`config.mk`:
```
export PLATFORM = sky130hd
export DESIGN_NAME = uart_rx_ctrl
export DESIGN_NICKNAME = d
export VERILOG_FILES = /design/src/rtl/uart_rx_ctrl_pkg.sv /design/src/rtl/uart_rx_fifo.sv /design/src/rtl/uart_rx_ctrl.sv
export SDC_FILE = /design/constraint.sdc
export NUM_CORES = 1
export LEC_CHECK = 0
export ABC_CLOCK_PERIOD_IN_PS = 3500
export BUFFER_PORTS_ARGS = -buffer_cell sky130_fd_sc_hd__buf_2
export CAP_MARGIN = 30
export CELL_PAD_IN_SITES_DETAIL_PLACEMENT = 1
export CELL_PAD_IN_SITES_GLOBAL_PLACEMENT = 2
export CORE_MARGIN = 3
export CORE_UTILIZATION = 41
export DETAILED_ROUTE_END_ITERATION = 12
export GPL_TIMING_DRIVEN = 0
export PLACE_DENSITY = 0.78
export SETUP_SLACK_MARGIN = 0.5
export SYNTH_ARGS = -nofsm -noshare
export SYNTH_HDL_FRONTEND = slang
export SYNTH_SLANG_ARGS = --single-unit
```
`constraint.sdc`:
```
create_clock -name clk -period 3.5 [get_ports clk]
set_input_delay 0.525 -clock clk [delete_from_list [all_inputs] [get_ports clk]]
set_output_delay 0.525 -clock clk [all_outputs]
set_load 0.01 [all_outputs]
```
`src/rtl/uart_rx_ctrl_pkg.sv`:
```
// Shared definitions for the UART receive controller: frame width, divisor floor
// and receiver FSM state encodings.
package uart_rx_ctrl_pkg;

    localparam int UART_DATA_W = 8;
    localparam int MIN_DIV     = 4;

    typedef enum logic [2:0] {
        ST_IDLE  = 3'd0,
        ST_START = 3'd1,
        ST_DATA  = 3'd2,
        ST_STOP  = 3'd3,
        ST_BREAK = 3'd4
    } rx_state_t;

endpackage

```
`src/rtl/uart_rx_fifo.sv`:
```
// Synchronous first-word-fall-through FIFO; occupancy is tracked by a level counter
// so full/empty never depend on pointer equality.
module uart_rx_fifo #(
    parameter int DATA_W = 8,
    parameter int AW     = 4
) (
    input  logic              clk,
    input  logic              rst_n,
    input  logic              push,
    input  logic              pop,
    input  logic [DATA_W-1:0] wdata,
    output logic [DATA_W-1:0] rdata,
    output logic [AW:0]       level,
    output logic              full,
    output logic              empty
);

    localparam int            DEPTH   = 2**AW;
    localparam logic [AW:0]   DEPTH_L = (AW+1)'(DEPTH);

    logic [DATA_W-1:0] mem_r [DEPTH];
    logic [AW-1:0]     wr_ptr_r;
    logic [AW-1:0]     rd_ptr_r;
    logic [AW:0]       level_r;
    logic              push_ok_s;
    logic              pop_ok_s;

    assign full      = (level_r == DEPTH_L);
    assign empty     = (level_r == '0);
    assign level     = level_r;
    assign rdata     = mem_r[rd_ptr_r];
    assign pop_ok_s  = pop & ~empty;
    // A full FIFO still takes a write when the head leaves in the same cycle.
    assign push_ok_s = push & (~full | pop_ok_s);

    // Storage and write pointer.
    always_ff @(posedge clk or negedge rst_n) begin
        if (!rst_n) begin
            for (int i = 0; i < DEPTH; i++) begin
                mem_r[i] <= '0;
            end
            wr_ptr_r <= '0;
        end else if (push_ok_s) begin
            mem_r[wr_ptr_r] <= wdata;
            wr_ptr_r        <= wr_ptr_r + AW'(1);
        end else begin
            wr_ptr_r <= wr_ptr_r;
        end
    end

    // Read pointer and occupancy.
    always_ff @(posedge clk or negedge rst_n) begin
        if (!rst_n) begin
            rd_ptr_r <= '0;
            level_r  <= '0;
        end else begin
            if (pop_ok_s) begin
                rd_ptr_r <= rd_ptr_r + AW'(1);
            end else begin
                rd_ptr_r <= rd_ptr_r;
            end
            case ({push_ok_s, pop_ok_s})
                2'b10:   level_r <= level_r + (AW+1)'(1);
                2'b01:   level_r <= level_r - (AW+1)'(1);
                default: level_r <= level_r;
            endcase
        end
    end

endmodule

```
`src/rtl/uart_rx_ctrl.sv`:
```
// UART 8N1 receiver: synchronizes rxd, deframes bytes with a runtime bit divisor,
// queues them in a FWFT FIFO and throttles the sender through rts.
module uart_rx_ctrl #(
    parameter int DIV_W      = 16,
    parameter int FIFO_AW    = 4,
    parameter int RTS_MARGIN = 2
) (
    input  logic               clk,
    input  logic               rst_n,
    input  logic [DIV_W-1:0]   div,
    input  logic               rxd,
    output logic               rts,
    input  logic               rd_en,
    output logic               rd_valid,
    output logic [7:0]         rd_data,
    output logic [FIFO_AW:0]   level,
    input  logic               err_clr,
    output logic               frame_err,
    output logic               overrun
);
    import uart_rx_ctrl_pkg::*;

    localparam logic [FIFO_AW:0] DEPTH_L   = (FIFO_AW+1)'(2**FIFO_AW);
    localparam logic [FIFO_AW:0] MARGIN_L  = (FIFO_AW+1)'(RTS_MARGIN);
    localparam logic [DIV_W-1:0] MIN_DIV_L = DIV_W'(MIN_DIV);

    logic [1:0]             sync_r;
    logic [1:0]             settle_r;
    logic                   armed_r;
    rx_state_t              state_r, state_next_s;
    logic [DIV_W-1:0]       cnt_r, cnt_next_s;
    logic [2:0]             bit_r, bit_next_s;
    logic [UART_DATA_W-1:0] shift_r, shift_next_s;
    logic                   rxs_s, settled_s, cnt_exp_s;
    logic [DIV_W-1:0]       div_eff_s, div_half_s;
    logic                   byte_done_s, frame_set_s, ovr_set_s;
    logic                   fifo_full_s, fifo_empty_s, push_ok_s, pop_ok_s;
    logic [FIFO_AW:0]       level_next_s;
    logic                   rts_r, frame_err_r, overrun_r;

    assign rxs_s      = sync_r[1];
    assign settled_s  = (settle_r == 2'd2);
    assign div_eff_s  = (div < MIN_DIV_L) ? MIN_DIV_L : div;
    assign div_half_s = div_eff_s >> 1;
    assign cnt_exp_s  = (cnt_r <= DIV_W'(1));

    // Two-stage synchronizer plus post-reset settling; armed only once rxs has been seen high.
    always_ff @(posedge clk or negedge rst_n) begin
        if (!rst_n) begin
            sync_r   <= 2'b11;
            settle_r <= 2'd0;
            armed_r  <= 1'b0;
        end else begin
            sync_r   <= {sync_r[0], rxd};
            settle_r <= settled_s ? settle_r : settle_r + 2'd1;
            armed_r  <= armed_r | (settled_s & rxs_s);
        end
    end

    // Deframing FSM state, counters and shift register.
    always_ff @(posedge clk or negedge rst_n) begin
        if (!rst_n) begin
            state_r <= ST_IDLE;
            cnt_r   <= '0;
            bit_r   <= 3'd0;
            shift_r <= '0;
        end else begin
            state_r <= state_next_s;
            cnt_r   <= cnt_next_s;
            bit_r   <= bit_next_s;
            shift_r <= shift_next_s;
        end
    end

    // Next-state and sampling decisions.
    always_comb begin
        state_next_s = state_r;
        cnt_next_s   = (cnt_r == '0) ? cnt_r : cnt_r - DIV_W'(1);
        bit_next_s   = bit_r;
        shift_next_s = shift_r;
        byte_done_s  = 1'b0;
        frame_set_s  = 1'b0;
        case (state_r)
            ST_IDLE: begin
                // A line already low when leaving reset is a frame we joined late.
                if (settled_s && !rxs_s) begin
                    if (armed_r) begin
                        state_next_s = ST_START;
                        cnt_next_s   = div_half_s;
                    end else begin
                        state_next_s = ST_BREAK;
                    end
                end else begin
                    state_next_s = ST_IDLE;
                end
            end
            ST_START: begin
                if (cnt_exp_s) begin
                    if (rxs_s) begin
                        state_next_s = ST_IDLE;
                    end else begin
                        state_next_s = ST_DATA;
                        cnt_next_s   = div_eff_s;
                        bit_next_s   = 3'd0;
                    end
                end else begin
                    state_next_s = ST_START;
                end
            end
            ST_DATA: begin
                if (cnt_exp_s) begin
                    shift_next_s = {rxs_s, shift_r[UART_DATA_W-1:1]};
                    cnt_next_s   = div_eff_s;
                    if (bit_r == 3'd7) begin
                        state_next_s = ST_STOP;
                    end else begin
                        bit_next_s = bit_r + 3'd1;
                    end
                end else begin
                    state_next_s = ST_DATA;
                end
            end
            ST_STOP: begin
                if (cnt_exp_s) begin
                    if (rxs_s) begin
                        byte_done_s  = 1'b1;
                        state_next_s = ST_IDLE;
                    end else begin
                        frame_set_s  = 1'b1;
                        state_next_s = ST_BREAK;
                    end
                end else begin
                    state_next_s = ST_STOP;
                end
            end
            ST_BREAK: begin
                if (rxs_s) begin
                    state_next_s = ST_IDLE;
                end else begin
                    state_next_s = ST_BREAK;
                end
            end
            default: state_next_s = ST_IDLE;
        endcase
    end

    uart_rx_fifo #(
        .DATA_W (UART_DATA_W),
        .AW     (FIFO_AW)
    ) u_fifo (
        .clk   (clk),
        .rst_n (rst_n),
        .push  (byte_done_s),
        .pop   (rd_en),
        .wdata (shift_r),
        .rdata (rd_data),
        .level (level),
        .full  (fifo_full_s),
        .empty (fifo_empty_s)
    );

    assign pop_ok_s  = rd_en & ~fifo_empty_s;
    assign push_ok_s = byte_done_s & (~fifo_full_s | pop_ok_s);
    assign ovr_set_s = byte_done_s & ~push_ok_s;

    // Occupancy after this edge, so rts moves in the same cycle as level.
    always_comb begin
        level_next_s = level;
        if (push_ok_s && !pop_ok_s) begin
            level_next_s = level + (FIFO_AW+1)'(1);
        end else if (!push_ok_s && pop_ok_s) begin
            level_next_s = level - (FIFO_AW+1)'(1);
        end else begin
            level_next_s = level;
        end
    end

    // Flow control and sticky error flags; a clear wins over a simultaneous set.
    always_ff @(posedge clk or negedge rst_n) begin
        if (!rst_n) begin
            rts_r       <= 1'b1;
            frame_err_r <= 1'b0;
            overrun_r   <= 1'b0;
        end else begin
            rts_r       <= (DEPTH_L - level_next_s) > MARGIN_L;
            frame_err_r <= err_clr ? 1'b0 : (frame_err_r | frame_set_s);
            overrun_r   <= err_clr ? 1'b0 : (overrun_r | ovr_set_s);
        end
    end

    assign rts       = rts_r;
    assign frame_err = frame_err_r;
    assign overrun   = overrun_r;
    assign rd_valid  = ~fifo_empty_s;

endmodule
```
==> metrics.cfg, run 1 <==
[clocking]
clk_path_buf_depth=2
htreeDepth=4
cts_buffers=17
path_clk_slew_ns=0.08
cts_sinks=179
cts_tree=yes
postCtsHoldBufs=0
clk-insertion-delay-late_ns=0.44
cts_root_buf=clkbuf_16

[placement]
dpl.hpwl_mm=15.28
io_buffer_count=37
place_congestion=0.7733
dp.cells=973

[global_route]
grt_overflow_total=0
grt_pass1_vias=6586
grt_max_degree=97
grt_pass1_wl_mm=36.47
antenna_found_initial=0
grt_usage_pct=19.24

[die]
die_h_um=156
pin_count=38
coreArea_mm2=0.02196
rows=54
fp.dieArea_mm2=0.02434
start_util_pct=42.01
fp.dieW_um=156

[timing]
period_minus_slack_ns=3.125
rsz0062_at_grt=true
clock.fmax_ghz=0.3200
hold_viol=0
drv_slew=0
slew_headroom_pct=34.79
skew_ns=0.01667
min_period_over_period_pct=89.30
worst_pin_slew_ns=0.9700
setup_viol=0

[synthesis]
synthArstFlopShare_pct=100.0
yosysSeqAreaShare_pct=48.60
syn_avg_cell_area_um2=14.11
yosysWarningCount=0
ys_seq_elements=179
synth_area_mm2=0.009225
syn_nets=692
synthCells=654
synth_ff_type=dfrtp_1
ys_types=66
synth_edf_count=0

[cells_and_area]
layout_common_cells=dfrtp_1 (173), mux2_2 (80), mux2_4 (56)
num_antenna_cells=0
layoutNonFillerInstCount=1027
drive_gt1_share_pct=45.11
syn_to_final_growth_pct=16.68
final_nets=772
fillCellCount=2179
final_common_cell=dfrtp_1

[worst_setup_path]
crit_arrival_ns=3.47
rrSetupSlack_ns=0.37
path_max_fanout=4
timing.rr.end=rts
r2r_cells=17
r2r_start=cnt_r[1]
required_ns=3.85
start_kind=flip-flop
critPathKind=flip-flop to flip-flop
end_kind=flip-flop

[route]
drt_first_pass_iters=4
drc_errors=0
wire_per_inst_um=21.72
vias=5851
drtIter0Drc=284
ant_nets=0
routed_via_density=5.697
wl_mm=22.31

[power]
finalPower_w=0.006041
p_per_area_mw_per_mm2=561.2
leakage_nw=5.004
ir_worst_vdd_v=0.0002944

[flow_run]
drv_cap=0

[min_path]
holdCritPathClass=input port to asynchronous set/reset pin

[run_status]
status=finished clean

## flip-flops by register name, summed over array words and instances (netlist names)
signal	flops
u_fifo.mem_r	128
cnt_r	16
shift_r	8
u_fifo.level	5
u_fifo.rd_ptr_r	4
u_fifo.wr_ptr_r	4
bit_r	3
state_r	3
settle_r	2
sync_r	2
armed_r	1
frame_err	1
overrun	1
rts	1
## critical path, stage by stage, from the launching register on
cell and delay (ns):
dfrtp_1 0.41, inv_2 0.11, ha_2 0.17, nor2_1 0.06
or2_2 0.28, buf_6 0.13, nor4_2 0.13, nand2_1 0.12
ha_2 0.21, clkbuf_8 0.15, nor2_4 0.07, a21oi_2 0.03
o21a_1 0.19, inv_1 0.07, ha_2 0.17, or4b_4 0.45
a211oi_2 0.20, o22ai_1 0.09
## stage by stage
step	TNS (ns)	cell area, um2	hold slack (ns)	setup WS (ns)	util (%)
floorplan	0	9260	0.2294	0.4662	-
global placement	-139.57	9796	0.3483	-1.127	44.61
detailed placement	0	9847	0.3510	0.03680	44.84
CTS	0	10700	0.09849	0.3326	48.71
global route	0	10760	0.1163	0.1583	49.02
finish	0	10760	0.07577	0.3746	49.02
## area by class of cell
type	instances	area [um2]	area share [%]
multi-input cells	425	4596	42.69
clock inverters	15	202.7	1.883
inverters	14	52.55	0.4882
clock buffers	17	425.4	3.952
flip-flops and latches	179	4487	41.68
well taps	280	350.3	3.255
repair buffers	61	395.4	3.673
plain buffers	36	255.2	2.371
## cell usage after synthesis, types with 3 or more instances
| library cell | count | area (um2) |
|---|---|---|
| a211oi_1 | 3 | 22.52 |
| a21oi_1 | 15 | 75.07 |
| a221o_1 | 4 | 40.04 |
| a22oi_1 | 10 | 75.07 |
| and3_1 | 4 | 25.02 |
| buf_1 | 5 | 18.77 |
| buf_2 | 4 | 20.02 |
| clkbuf_1 | 24 | 90.09 |
| dfrtp_1 | 176 | 4404 |
| dfstp_2 | 3 | 78.83 |
| ha_1 | 17 | 212.7 |
| inv_1 | 14 | 52.55 |
| mux2_1 | 3 | 33.78 |
| mux2_2 | 80 | 900.9 |
| mux2_4 | 56 | 840.8 |
| mux4_2 | 40 | 900.9 |
| nand2_1 | 18 | 67.56 |
| nand2b_1 | 7 | 43.79 |
| nand3_1 | 9 | 45.04 |
| nand3_2 | 6 | 60.06 |
| nand3_4 | 8 | 140.1 |
| nand3b_1 | 5 | 37.54 |
| nand4_1 | 6 | 37.54 |
| nor2_1 | 20 | 75.07 |
| nor2b_1 | 3 | 18.77 |
| nor3_1 | 6 | 30.03 |
| nor4_1 | 9 | 56.30 |
| nor4_2 | 3 | 37.54 |
| o21ai_0 | 18 | 90.09 |
| o31ai_1 | 4 | 30.03 |
| or3_1 | 5 | 31.28 |
| or4_1 | 5 | 37.54 |
| or4b_2 | 3 | 30.03 |
| xnor2_1 | 15 | 131.4 |
| xor2_1 | 5 | 43.79 |
## cells by family (layout without fill, tap and decap cells)
group / count (synthesis) / count (layout) / share of synthesized area (%)
buf+inv: 50 / 143 / 2.387
fa+ha+maj: 17 / 17 / 2.306
simple gates: 135 / 135 / 10.38
xor+xnor: 20 / 20 / 1.899
flops: 179 / 179 / 48.60
compound gates: 72 / 72 / 5.208
mux: 181 / 181 / 29.23
## power breakdown
group          switching [W]  total [W]  internal (W)
Clock               0.000973    0.00196      0.000986
Combinational       0.000893    0.00170      0.000804
Sequential          0.000177    0.00239       0.00221
Total                0.00204    0.00604       0.00400
## layer usage
metal | track usage, % | up-vias | wire length (um)
met5 | 0 | - | 0
met4 | 4.331 | 0 | 233
met3 | 3.051 | 13 | 666
met2 | 32.89 | 90 | 11270
met1 | 26.00 | 3121 | 10140
li1 | - | 2627 | -
## repair_timing
action | 4_1_cts | 5_1_grt
resized for setup | 43 | 10
buffers inserted | 16 | 6
pin swaps | 9 | 3
endpoints found under the setup margin | 9 | 9
## how the worst max path moves through the flow
stage               from              end  slack [ns]  cells past startpoint
2_1_floorplan  cnt_r[12]              rts        0.47                     14
3_5_place_dp   cnt_r[10]              rts        0.04                     13
5_1_grt         cnt_r[1]              rts        0.16                     17
4_1_cts        cnt_r[10]              rts        0.33                     14
6_report        cnt_r[1]              rts        0.37                     17
3_3_place_gp       rst_n  u_fifo.level[0]       -1.13                      1
Note: power is estimated with default switching activity, not from simulation.
==> run 2: changes to the inputs <==
--- a/config.mk
+++ b/config.mk
@@ -10,8 +10,8 @@
 export CAP_MARGIN = 30
 export CELL_PAD_IN_SITES_DETAIL_PLACEMENT = 1
 export CELL_PAD_IN_SITES_GLOBAL_PLACEMENT = 2
-export CORE_MARGIN = 3
 export CORE_UTILIZATION = 41
+export CTS_CLUSTER_DIAMETER = 50
 export DETAILED_ROUTE_END_ITERATION = 12
 export GPL_TIMING_DRIVEN = 0
 export PLACE_DENSITY = 0.78
==> metrics.cfg, run 2 (synthesis gave the netlist of run 1 again) <==
[clocking]
path_clk_slew_ns=0.07  ; was 0.08 ns
cts_root_buf=clkbuf_16  ; unchanged
clk-insertion-delay-late_ns=0.44  ; about the same
clk_path_buf_depth=2  ; unchanged
htreeDepth=4  ; unchanged
cts_buffers=17  ; unchanged
cts_tree=yes  ; unchanged
cts_sinks=179  ; unchanged

[die]
fp.dieArea_mm2=0.02310  ; was 0.02434 mm2
coreArea_mm2=0.02196  ; unchanged
start_util_pct=42.01  ; unchanged
die_h_um=152  ; was 156 um
pin_count=38  ; unchanged
fp.dieW_um=152  ; was 156 um
rows=54  ; unchanged

[worst_setup_path]
rrSetupSlack_ns=0.33  ; was 0.37 ns
crit_arrival_ns=3.53  ; was 3.47 ns
start_kind=flip-flop  ; unchanged
path_max_fanout=5  ; was 4
end_kind=flip-flop  ; unchanged
timing.rr.end=rts  ; unchanged
required_ns=3.86  ; was 3.85 ns
r2r_cells=17  ; unchanged
r2r_start=cnt_r[1]  ; unchanged
critPathKind=flip-flop to flip-flop  ; unchanged

[cells_and_area]
drive_gt1_share_pct=46.19  ; was 45.11%
top_register=u_fifo.mem_r  ; unchanged
final_nets=787  ; was 772
layoutNonFillerInstCount=1042  ; was 1027
num_antenna_cells=0  ; unchanged
largest_register_ffs=128  ; unchanged
largestRegisters=u_fifo.mem_r x128, cnt_r x16, shift_r x8  ; unchanged
fin_util_pct=49.50  ; was 49.02%
final_common_cell=dfrtp_1  ; unchanged
layout_common_cells=dfrtp_1 (173), mux2_2 (80), mux2_4 (56)  ; unchanged
syn_to_final_growth_pct=17.82  ; was 16.68%

[placement]
dp.cells=973  ; unchanged
dpl.hpwl_mm=15.16  ; was 15.28 mm
place_congestion=0.7413  ; was 0.7733
io_buffer_count=37  ; unchanged
place_worst_setup_slack_ns=-0.009028  ; was 0.03680 ns

[timing]
skew_ns=0.008853  ; was 0.01667 ns
slew_headroom_pct=34.23  ; was 34.79%
drv_slew=0  ; unchanged
period_minus_slack_ns=3.169  ; was 3.125 ns
rsz0062_at_grt=true  ; unchanged
hold_slack_ns=0.01655  ; was 0.07577 ns
setup_viol=0  ; unchanged
setup_ws_ns=0.3309  ; was 0.3746 ns
worst_pin_slew_ns=0.9785  ; was 0.9700 ns
hold_viol=0  ; unchanged
min_period_over_period_pct=90.55  ; was 89.30%
clock.fmax_ghz=0.3155  ; was 0.3200 GHz

[route]
ant_nets=0  ; unchanged
routed_via_density=5.668  ; was 5.697
wl_mm=22.49  ; was 22.31 mm
drtIter0Drc=277  ; was 284
drt_first_pass_iters=8  ; was 4
wire_per_inst_um=21.58  ; was 21.72 um
vias=5906  ; was 5851
drc_errors=3  ; was 0

[global_route]
antenna_found_initial=0  ; unchanged
grt_overflow_total=0  ; unchanged
grt_usage_pct=21.00  ; was 19.24%
grt_pass1_wl_mm=37.54  ; was 36.47 mm
grt_max_degree=116  ; was 97
grt_pass1_vias=6588  ; was 6586

[flow_run]
drv_cap=0  ; unchanged

[power]
leakage_nw=5.069  ; was 5.004 nW
ir_worst_vdd_v=0.0002943  ; was 0.0002944 V
finalPower_w=0.006188  ; was 0.006041 W
p_per_area_mw_per_mm2=569.3  ; was 561.2 mW/mm2

[run_status]
status=complete, but fails checks  ; was finished clean
violations=design-rule violations

[min_path]
holdCritPathClass=input port to asynchronous set/reset pin  ; unchanged

run 2: cell types whose count changed in the layout (fill, tap and decap cells not counted), moves of 2 or more:
cell	change
ha_4	+2
buf_4	+15
ha_2	-2
inv_12	-2
clkinv_8	-5
inv_6	+4
run 2: power by group:
group / internal, W / total, W / switching (W)
Combinational: 0.000923 / 0.00187 / 0.000952
Clock: 0.00104 / 0.00195 / 0.000908
Sequential: 0.00221 / 0.00237 / 0.000156
run 2: worst max-delay path by stage:
stage	start	to	slack, ns	cells past startpoint
2_1_floorplan	cnt_r[12]	rts	0.47	14
3_3_place_gp	rst_n	u_fifo.level[0]	-1.06	1
3_5_place_dp	cnt_r[12]	rts	-0.009	13
4_1_cts	cnt_r[11]	rts	0.36	14
5_1_grt	cnt_r[1]	rts	0.16	16
6_report	cnt_r[1]	rts	0.33	17
run 2: area by class of cell:
| type | count | area, um2 |
|---|---|---|
| Multi-Input combinational cell | 425 | 4623 |
| Timing Repair Buffer | 76 | 508.0 |
| Clock inverter | 13 | 155.1 |
| Clock buffer | 19 | 442.9 |
| Tap cell | 280 | 350.3 |
| Fill cell | 2175 | 11090 |
| Buffer | 36 | 250.2 |
| Sequential cell | 179 | 4487 |
| Inverter | 14 | 52.55 |
run 2: critical path: stages (launching register included):
cell      delay [ns]
dfrtp_1         0.40
inv_2           0.12
ha_4            0.16
nor2_4          0.04
or2_4           0.22
buf_6           0.12
nor4_4          0.26
nand2_2         0.12
ha_4            0.20
buf_8           0.12
nor2_2          0.07
a21oi_1         0.04
o21a_1          0.21
inv_1           0.07
ha_2            0.17
or4b_4          0.46
a211oi_2        0.19
o22ai_1         0.12
run 2: what timing repair did:
item,4_1_cts,5_1_grt
buffers inserted,27,10
pin swaps,11,10
gates resized for setup,47,8
hold buffers,0,0
endpoints found under the setup margin,9,9
run 2: through the flow:
stage,setup TNS (ns),instance area (um2)
detailed placement,-0.009028,9847
global placement,-136.48,9796
finish,0,10870
floorplan,0,9260
CTS,0,10760
global route,0,10870
run 2: routing by layer:
layer	part of all wire, %	GRT usage (%)	wire [um]	vias up
li1	-	-	-	2650
met1	46	27.30	10250	3154
met2	51	35.96	11360	75
met3	2.6	3.851	587	27
met4	1.3	5.928	292	0
met5	0	0	0	-
==> run 3: changes to the inputs <==
--- a/config.mk
+++ b/config.mk
@@ -10,12 +10,13 @@
 export CAP_MARGIN = 30
 export CELL_PAD_IN_SITES_DETAIL_PLACEMENT = 1
 export CELL_PAD_IN_SITES_GLOBAL_PLACEMENT = 2
-export CORE_UTILIZATION = 41
+export CORE_UTILIZATION = 40
 export CTS_CLUSTER_DIAMETER = 50
 export DETAILED_ROUTE_END_ITERATION = 12
 export GPL_TIMING_DRIVEN = 0
-export PLACE_DENSITY = 0.78
+export PLACE_DENSITY = 0.77
 export SETUP_SLACK_MARGIN = 0.5
 export SYNTH_ARGS = -nofsm -noshare
 export SYNTH_HDL_FRONTEND = slang
+export SYNTH_HIERARCHICAL = 1
 export SYNTH_SLANG_ARGS = --single-unit
==> metrics.cfg, run 3 <==
[run_status]
status=finished clean  ; was complete, but fails checks

[cells_and_area]
drive_gt1_share_pct=46.23  ; was 46.19%
final_common_cell=dfrtp_1  ; unchanged
final_nets=810  ; was 787
largest_register_ffs=128  ; unchanged
largestRegisters=u_fifo/mem_r x128, cnt_r x16, shift_r x8  ; was u_fifo.mem_r x128, cnt_r x16, shift_r x8
fillCellCount=2216  ; was 2175
syn_to_final_growth_pct=20.36  ; was 17.82%
num_antenna_cells=0  ; unchanged
layout_common_cells=dfrtp_1 (171), mux2_2 (132), buf_2 (42)  ; was dfrtp_1 (173), mux2_2 (80), mux2_4 (56)
top_register=u_fifo/mem_r  ; was u_fifo.mem_r
multi_input_area_mm2=0.004674  ; was 0.004623 mm2
seqCellArea_mm2=0.004489  ; was 0.004487 mm2

[global_route]
grt_usage_pct=20.70  ; was 21.00%
grt_overflow_total=0  ; unchanged
grt_pass1_vias=6607  ; was 6588
grt_pass1_wl_mm=37.35  ; was 37.54 mm
antenna_found_initial=0  ; unchanged
grt_max_degree=113  ; was 116

[synthesis]
synthArstFlopShare_pct=100.0  ; unchanged
synthCells=682  ; was 654
yosysSeqAreaShare_pct=49.19  ; was 48.60%
synth_edf_count=0  ; unchanged
syn_avg_cell_area_um2=13.36  ; was 14.11 um2
synth_area_mm2=0.009114  ; was 0.009225 mm2
synth_largest_area_cell=dfrtp_1  ; unchanged
yosysWarningCount=6  ; was 0
syn_nets=722  ; was 692
ys_top_cells_by_count=dfrtp_1 (176), mux2_2 (132), mux4_2 (40)  ; was dfrtp_1 (176), mux2_2 (80), mux2_4 (56)
yosysTopAreaCellShare_pct=48.33  ; was 47.74%
ys_types=67  ; was 66
ys_seq_elements=179  ; unchanged
yosysMostFrequentCell=dfrtp_1  ; unchanged
synth_ff_type=dfrtp_1  ; unchanged
synth.area.top_cells=dfrtp_1 (48%), mux2_2 (16%), mux4_2 (9.9%), ha_1 (2.5%), xnor2_1 (1.9%)  ; was dfrtp_1 (48%), mux2_2 (9.8%), mux4_2 (9.8%), mux2_4 (9.1%), ha_1 (2.3%)

[timing]
period_minus_slack_ns=3.033  ; was 3.169 ns
setup_viol=0  ; unchanged
rsz0062_at_grt=true  ; unchanged
hold_viol=0  ; unchanged
min_period_over_period_pct=86.66  ; was 90.55%
worst_pin_slew_ns=0.8466  ; was 0.9785 ns
setup_ws_ns=0.4671  ; was 0.3309 ns
finalSetupTns_ns=0  ; unchanged
drv_slew=0  ; unchanged
clock.fmax_ghz=0.3297  ; was 0.3155 GHz
slew_headroom_pct=43.56  ; was 34.23%
skew_ns=0.01106  ; was 0.008853 ns

[placement]
io_buffer_count=37  ; unchanged
place_congestion=0.8022  ; was 0.7413
place_worst_setup_slack_ns=-0.06913  ; was -0.009028 ns
dpl.hpwl_mm=15.48  ; was 15.16 mm

[route]
wire_per_inst_um=21.51  ; was 21.58 um
vias=5973  ; was 5906
drt_first_pass_iters=4  ; was 8
routed_via_density=5.619  ; was 5.668
drc_errors=0  ; was 3
ant_nets=0  ; unchanged
wl_mm=22.86  ; was 22.49 mm
drtIter0Drc=208  ; was 277

[die]
start_util_pct=41.25  ; was 42.01%
rows=54  ; unchanged
fp.dieArea_mm2=0.02339  ; was 0.02310 mm2
pin_count=38  ; unchanged
die_h_um=152.9  ; was 152 um
coreArea_mm2=0.02209  ; was 0.02196 mm2
fp.dieW_um=152.9  ; was 152 um

[clocking]
clk-insertion-delay-late_ns=0.43  ; was 0.44 ns
clk_path_buf_depth=2  ; unchanged
cts_tree=yes  ; unchanged
cts_buffers=17  ; unchanged
htreeDepth=4  ; unchanged
path_clk_slew_ns=0.08  ; was 0.07 ns
cts_sinks=179  ; unchanged
cts_root_buf=clkbuf_16  ; unchanged

[worst_setup_path]
critical_path.startpoint=cnt_r[12]  ; was cnt_r[1]
timing.rr.end=u_fifo/level[3]  ; was rts
crit_end=u_fifo/level[3]  ; was rts
r2r_cells=12  ; was 17
path_max_fanout=5  ; unchanged
critPathKind=flip-flop to flip-flop  ; unchanged
r2r_start=cnt_r[12]  ; was cnt_r[1]
end_kind=flip-flop  ; unchanged
required_ns=3.83  ; was 3.86 ns
start_kind=flip-flop  ; unchanged
crit_arrival_ns=3.37  ; was 3.53 ns
rrSetupSlack_ns=0.47  ; was 0.33 ns

[power]
finalPower_w=0.006460  ; was 0.006188 W
ir_worst_vdd_v=0.0004076  ; was 0.0002943 V
leakage_nw=4.908  ; was 5.069 nW
p_per_area_mw_per_mm2=588.9  ; was 569.3 mW/mm2

[min_path]
holdCritPathClass=input port to asynchronous set/reset pin  ; unchanged

[flow_run]
drv_cap=0  ; unchanged

[run 3: kinds of logic after synthesis]
family,after synthesis,share of synthesized area [%]
AO/OA/AOI/OAI,82,6.137
XOR/XNOR,26,2.499
adder cells (fa/ha/maj),19,2.691
buffers and inverters,49,2.416
flip-flops,179,49.19
multiplexers,182,27.39
AND/OR/NAND/NOR,145,9.679
[run 3: per-stage QoR]
stage,std cells,hold slack (ns),instance area [um2],utilization (%)
2_1_floorplan,682,0.2294,9186,-
3_3_place_gp,999,0.3465,9722,44.00
3_5_place_dp,1000,0.3500,9759,44.17
4_1_cts,1047,0.04518,10660,48.25
5_1_grt,1063,0.06522,10970,49.65
6_report,1063,0.04225,10970,49.65
[run 3: metal layers]
metal	share of wire [%]	global-route usage [%]
met5	0	0
met4	1.3	5.868
met3	2.4	3.374
met2	54	36.13
met1	43	26.54
[run 3: final cells by class]
cell class	instances	share of cell area, %
Multi-Input combinational cell	454	42.61
Sequential cell	179	40.93
Timing Repair Buffer	69	5.064
Clock buffer	18	3.912
Tap cell	280	3.194
Buffer	34	2.315
Clock inverter	14	1.460
Inverter	15	0.5133
[run 3: worst min path at each step]
stage	to	slack, ns
floorplan	armed_r	0.23
global placement	sync_r[1]	0.35
detailed placement	sync_r[1]	0.35
CTS	u_fifo/mem_r[113]	0.05
global route	u_fifo/mem_r[113]	0.07
finish	u_fifo/mem_r[113]	0.04
[run 3: critical path: stages (launching register included)]
cell and delay (ns):
dfrtp_1 0.41, or3_1 0.47, or3_4 0.42, nor3_4 0.20
buf_6 0.14, buf_8 0.09, nor2_4 0.06, ha_4 0.23
a21o_1 0.16, a21oi_2 0.17, xnor2_2 0.17, o221ai_1 0.15
a211oi_1 0.24
[run 3: repair_timing]
item,in CTS,in global routing
resized for setup,41,29
setup buffers,15,16
pin swaps,13,10
gates cloned,0,0
endpoints found under the setup margin,141,139
endpoints found under the hold margin,0,0
hold buffers,0,0
[run 3: power breakdown]
group	internal [W]	total [W]	switching, W	leakage (nW)
Combinational	0.000996	0.00217	0.00117	2.20
Sequential	0.00223	0.00236	0.000136	2.42
Clock	0.00102	0.00193	0.000910	0.290
Total	0.00424	0.00646	0.00222	4.91
